==> config.mk <==
export PLATFORM = sky130hd
export DESIGN_NAME = fetch_ctrl_flat
export DESIGN_NICKNAME = d
export VERILOG_FILES = /design/src/rtl/fetch_ctrl_if.sv /design/src/rtl/fetch_ctrl.sv /design/src/flat_wrapper.sv
export SDC_FILE = /design/constraint.sdc
export NUM_CORES = 1
export LEC_CHECK = 0
export CAP_MARGIN = 20
export CORE_ASPECT_RATIO = 1.4
export CORE_UTILIZATION = 53
export CTS_CLUSTER_SIZE = 16
export DETAILED_ROUTE_END_ITERATION = 10
export PLACE_DENSITY_LB_ADDON = 0.12
export SYNTH_ARGS = -nofsm -noshare
export SYNTH_HDL_FRONTEND = slang
export SYNTH_SLANG_ARGS = --single-unit
==> constraint.sdc <==
create_clock -name clk -period 2.9 [get_ports clk]
set_clock_uncertainty 0.1 [all_clocks]
set_input_delay 0.58 -clock clk [delete_from_list [all_inputs] [get_ports clk]]
set_output_delay 0.58 -clock clk [all_outputs]
set_load 0.02 [all_outputs]
==> src/rtl/fetch_ctrl_if.sv <==
// Handshake/bus bundle between the host/decode side and the fetch controller.
// The host drives requests and branch/halt status; the controller returns the PC and run status.
interface fetch_ctrl_if #(
    parameter int PC_W = 10
);
    logic            req;
    logic            stall;
    logic            halt;
    logic            branch_taken;
    logic [PC_W-1:0] branch_target;
    logic [PC_W-1:0] pc;
    logic            valid;
    logic            done;
    logic            timeout;
    logic [15:0]     instr_count;

    modport master (
        output req, stall, halt, branch_taken, branch_target,
        input  pc, valid, done, timeout, instr_count
    );

    modport slave (
        input  req, stall, halt, branch_taken, branch_target,
        output pc, valid, done, timeout, instr_count
    );
endinterface

==> src/rtl/fetch_ctrl.sv <==
// Instruction fetch sequencer: IDLE -> LOAD -> RUN -> DONE, with branch redirect,
// stall hold, HALT detection and a RUN-cycle watchdog. Every output comes straight from a register.
module fetch_ctrl #(
    parameter int PC_W       = 10,
    parameter int START_ADDR = 0,
    parameter int MAX_CYCLES = 4096
) (
    input  logic         clk,
    input  logic         reset,
    fetch_ctrl_if.slave  bus
);
    localparam int CYC_W = (MAX_CYCLES < 2) ? 1 : $clog2(MAX_CYCLES + 1);

    typedef enum logic [1:0] {
        IDLE = 2'd0,
        LOAD = 2'd1,
        RUN  = 2'd2,
        DONE = 2'd3
    } state_t;

    state_t            state_reg;
    logic [PC_W-1:0]   pc_reg;
    logic              valid_reg;
    logic              done_reg;
    logic              timeout_reg;
    logic [15:0]       instr_count_reg;
    logic [CYC_W-1:0]  cycle_reg;

    logic [PC_W-1:0]   pc_next;
    logic [15:0]       instr_count_next;
    logic              watchdog_hit;
    logic              retire;

    always_comb begin
        pc_next          = pc_reg + PC_W'(1);
        instr_count_next = instr_count_reg;
        retire           = ~bus.stall;
        // This is the last RUN cycle the watchdog allows.
        watchdog_hit     = (cycle_reg == CYC_W'(MAX_CYCLES - 1));
        if (bus.branch_taken) begin
            pc_next = bus.branch_target;
        end
        if (instr_count_reg != 16'hFFFF) begin
            instr_count_next = instr_count_reg + 16'd1;
        end
    end

    always_ff @(posedge clk or negedge reset) begin
        if (!reset) begin
            state_reg       <= IDLE;
            pc_reg          <= '0;
            valid_reg       <= 1'b0;
            done_reg        <= 1'b0;
            timeout_reg     <= 1'b0;
            instr_count_reg <= '0;
            cycle_reg       <= '0;
        end else begin
            case (state_reg)
                IDLE: begin
                    valid_reg <= 1'b0;
                    done_reg  <= 1'b0;
                    if (bus.req) begin
                        state_reg <= LOAD;
                    end
                end

                LOAD: begin
                    pc_reg          <= PC_W'(START_ADDR);
                    instr_count_reg <= '0;
                    cycle_reg       <= '0;
                    timeout_reg     <= 1'b0;
                    valid_reg       <= 1'b1;
                    state_reg       <= RUN;
                end

                RUN: begin
                    cycle_reg <= cycle_reg + CYC_W'(1);
                    if (retire && bus.halt) begin
                        // HALT wins over branch and over a simultaneous watchdog expiry.
                        instr_count_reg <= instr_count_next;
                        valid_reg       <= 1'b0;
                        done_reg        <= 1'b1;
                        timeout_reg     <= 1'b0;
                        state_reg       <= DONE;
                    end else begin
                        if (retire) begin
                            pc_reg          <= pc_next;
                            instr_count_reg <= instr_count_next;
                        end
                        if (watchdog_hit) begin
                            valid_reg   <= 1'b0;
                            done_reg    <= 1'b1;
                            timeout_reg <= 1'b1;
                            state_reg   <= DONE;
                        end
                    end
                end

                DONE: begin
                    if (!bus.req) begin
                        done_reg  <= 1'b0;
                        state_reg <= IDLE;
                    end
                end

                default: begin
                    state_reg <= IDLE;
                    valid_reg <= 1'b0;
                    done_reg  <= 1'b0;
                end
            endcase
        end
    end

    assign bus.pc          = pc_reg;
    assign bus.valid       = valid_reg;
    assign bus.done        = done_reg;
    assign bus.timeout     = timeout_reg;
    assign bus.instr_count = instr_count_reg;
endmodule

==> src/flat_wrapper.sv <==
// flat-port wrapper written by rule: the top's interface ports become plain ports
module fetch_ctrl_flat 
#(
    parameter int PC_W       = 10,
    parameter int START_ADDR = 0,
    parameter int MAX_CYCLES = 4096
)
  (clk, reset, bus_req, bus_stall, bus_halt, bus_branch_taken, bus_branch_target, bus_pc, bus_valid, bus_done, bus_timeout, bus_instr_count);
  fetch_ctrl_if #(.PC_W(PC_W)) bus_i ();
  input  logic clk;
  input  logic reset;
  input wire logic [$bits(bus_i.req)-1:0] bus_req;
  input wire logic [$bits(bus_i.stall)-1:0] bus_stall;
  input wire logic [$bits(bus_i.halt)-1:0] bus_halt;
  input wire logic [$bits(bus_i.branch_taken)-1:0] bus_branch_taken;
  input wire logic [$bits(bus_i.branch_target)-1:0] bus_branch_target;
  output wire logic [$bits(bus_i.pc)-1:0] bus_pc;
  output wire logic [$bits(bus_i.valid)-1:0] bus_valid;
  output wire logic [$bits(bus_i.done)-1:0] bus_done;
  output wire logic [$bits(bus_i.timeout)-1:0] bus_timeout;
  output wire logic [$bits(bus_i.instr_count)-1:0] bus_instr_count;
  assign bus_i.req = bus_req;
  assign bus_i.stall = bus_stall;
  assign bus_i.halt = bus_halt;
  assign bus_i.branch_taken = bus_branch_taken;
  assign bus_i.branch_target = bus_branch_target;
  assign bus_pc = bus_i.pc;
  assign bus_valid = bus_i.valid;
  assign bus_done = bus_i.done;
  assign bus_timeout = bus_i.timeout;
  assign bus_instr_count = bus_i.instr_count;
  fetch_ctrl #(.PC_W(PC_W), .START_ADDR(START_ADDR), .MAX_CYCLES(MAX_CYCLES)) u_core (.clk(clk), .reset(reset), .bus(bus_i));
endmodule
==> results.sh <==
export IMPL_cap_violations=0
export IMPL_p_leak_nw=1.324
export IMPL_ys_types=43
export IMPL_cp_data_required_time_ns=3.03
export IMPL_cts_sink_count=44
export IMPL_cts_root_buf="clkbuf_8"
export IMPL_vias_per_cell=5.708
export IMPL_cp_max_fo=5
export IMPL_min_period_ns=2.254
export IMPL_grt_pass1_wl_microns=9804
export IMPL_slew_headroom=0.5701
export IMPL_io_pins=45
export IMPL_syn_to_final_growth_pct=26.19
export IMPL_io_buffers=44
export IMPL_worst_setup_path_end_kind="flip-flop"
export IMPL_routed_wl_microns=5759
export IMPL_top_usage_layer="met2"
export IMPL_finalHoldViolCount=0
export IMPL_ctsHtreeMaxLevel=2
export IMPL_clk_pin_slew_ns=0.09
export IMPL_dieWidth_microns=60.52
export IMPL_setup_viol=0
export IMPL_gp_congestion=0.9048
export IMPL_synth_fp_nets=303
export IMPL_tritoncts="built"
export IMPL_fin_crit_sh=0.7773
export IMPL_critical_path_class="reg2reg"
export IMPL_use_met3=0.06047
export IMPL_cpPeakStageDelay_ns=0.40
export IMPL_grt_total_usage=0.2534
export IMPL_synthFlopType="dfrtp_1"
export IMPL_setup_worst_path_start_class="flip-flop"
export IMPL_synth_seq_cells=44
export IMPL_power_switching_w=0.0009283
export IMPL_setup_tns_ns=0
export IMPL_wl_per_cell_microns=14.62
export IMPL_largest_register_ffs=16
export IMPL_hpwlAfterDp_microns=4271
export IMPL_async_flop_share=1.000
export IMPL_first_pass_iters=4
export IMPL_ys_warn_count=0
export IMPL_drcViolationCount=0
export IMPL_initial_utilization=0.5558
export IMPL_use_met2=0.4026
export IMPL_cts_max_path_buffers=2
export IMPL_reg2reg_from="u_core.state_reg[0]"
export IMPL_slew_violations=0
export IMPL_die_area_sq_mm=0.005079
export IMPL_ctsHoldBuffers=0
export IMPL_synthCells=280
export IMPL_yosysSeqAreaShare=0.4333
export IMPL_combinationalPowerShare=0.458
export IMPL_p_per_area_mw_per_mm2=721.4
export IMPL_max_vdd_ir_drop_mv=0.3795
export IMPL_core_area_sq_mm=0.004572
export IMPL_slowest_stage="a21boi_0"
export IMPL_vias=2249
export IMPL_grt_pass1_vias=2133
export IMPL_worstPathCellList="inv_1, ha_1, a21boi_0, nand2_1, a2111oi_2, mux2i_1"
export IMPL_grt_start_max_net_pins=21
export IMPL_num_rows=29
export IMPL_cts_resized=0
export IMPL_grt_setup_unrepaired="false"
export IMPL_status="complete, no violations"
export IMPL_synth_area_sq_mm=0.002541
export IMPL_post_cts_buffers=0
export IMPL_cellInternalPower_w=0.001385
export IMPL_cts_buffers_inserted=5
export IMPL_worstSetupStartpoint="u_core.state_reg[0]"
export IMPL_drive_gt1_frac=0.07530
export IMPL_switching_share=0.4013
export IMPL_antenna_found_initial=0
export IMPL_diodes=0
export IMPL_nFillCells=372
export IMPL_max_freq_ghz=0.4436
export IMPL_clk_latency_ns=0.30
export IMPL_synth_edf_count=0
export IMPL_grt_ovfl_total=0
export IMPL_drt_iter0_markers=104
export IMPL_layout_nets=354
export IMPL_met1_usage=0.3350
export IMPL_p_seq_frac=0.328
export IMPL_worstPathArrival_ns=2.38
export IMPL_die_h_microns=83.93
export IMPL_clock_power_share=0.214
export IMPL_ant_nets=0
export IMPL_synth_avg_cell_area_sq_um=9.076
export IMPL_postLayoutCoreUtil=0.7014
export IMPL_tightestPinTransition_ns=0.6414
export IMPL_power_w=0.002313
export IMPL_hold_path_class="in2async"
worst paths after layout:
kind / end / slack, ns / cells after the start
worst max-delay path: u_core.bus.instr_count[10] / 0.65 / 6
worst min-delay path: u_core.state_reg[0] / 0.12 / 1
worst max register to register: u_core.bus.instr_count[10] / 0.65 / 6
worst min register to register: u_core.cycle_reg[0] / 0.42 / 1
max in group asynchronous: u_core.cycle_reg[5] / 2.00 / 2
min in group clk: u_core.cycle_reg[0] / 0.42 / 1
cell usage after synthesis, types with 4 or more instances:
master	number	share of area
nand3_1	13	0.026
a211oi_1	5	0.015
nand4_1	6	0.015
o2bb2ai_1	5	0.017
a21o_1	4	0.012
nand2b_1	8	0.020
inv_1	13	0.019
nor2_1	22	0.032
nand2_1	36	0.053
mux2i_1	12	0.047
clkbuf_1	7	0.010
a21oi_1	12	0.024
dfrtp_1	44	0.43
nor3_1	10	0.020
ha_1	7	0.034
xnor2_1	9	0.031
nor4_1	11	0.027
o21ai_0	16	0.032
worst max-delay path: cells and delay by family (launching register included):
family | cells | cell delay [ns]
DFF | 1 | 0.39
adders and majority gates | 1 | 0.37
AOI/OAI and AO/OA | 2 | 0.80
muxes | 1 | 0.21
and+or+nand+nor | 1 | 0.22
buffers and inverters | 1 | 0.09
power by group through the flow:
stage          logic (W)  clock network (W)  registers (W)
3_3_place_gp     0.00104                  0       0.000766
2_1_floorplan   0.000644                  0       0.000806
6_report         0.00106           0.000496       0.000758
4_1_cts          0.00106           0.000507       0.000757
5_1_grt          0.00119           0.000532       0.000769
3_5_place_dp     0.00106                  0       0.000769
cells by family after synthesis:
| logic type | share of synthesized area |
|---|---|
| muxes | 0.05613 |
| DFF | 0.4333 |
| AOI/OAI and AO/OA | 0.1694 |
| adders and majority gates | 0.03446 |
| and+or+nand+nor | 0.2423 |
| buffers and inverters | 0.03348 |
| xor gates and xnor gates | 0.03102 |
per-stage QoR:
step | cell area (sq um) | cells | hold slack, ns | worst slack [ns]
floorplan | 2541 | 280 | 0.1844 | 0.8535
global placement | 3085 | 386 | 0.3908 | 0.4395
detailed placement | 3085 | 386 | 0.4076 | 0.4117
CTS | 3207 | 394 | 0.1259 | 0.6430
global route | 3207 | 394 | 0.1411 | 0.4421
finish | 3207 | 394 | 0.1239 | 0.6458
placed cells by master (no fill, tap or decap), types with 10 or more instances in the layout:
cell type / instances
nand2_1: 36
mux2i_1: 12
o21ai_0: 16
clkdlybuf4s50_1: 43
dfrtp_1: 44
inv_1: 13
a21oi_1: 12
nor4_1: 11
nor3_1: 10
nand3_1: 13
nor2_1: 22
routing by layer:
layer,share of wire,vias to the layer above
li1,-,1125
met1,0.45,1055
met2,0.48,61
met3,0.050,8
met4,0.013,0
met5,0,-
area by class of cell:
type,instances,area (sq um),area share
clock inverters,2,38.79,0.01210
repair buffers,53,503.0,0.1568
inverters,13,48.80,0.01522
flip-flops and latches,44,1101,0.3433
multi-input cells,214,1355,0.4226
well taps,62,77.57,0.02419
clock buffers,6,82.58,0.02575
No activity file was read; power rests on OpenSTA's default activity.
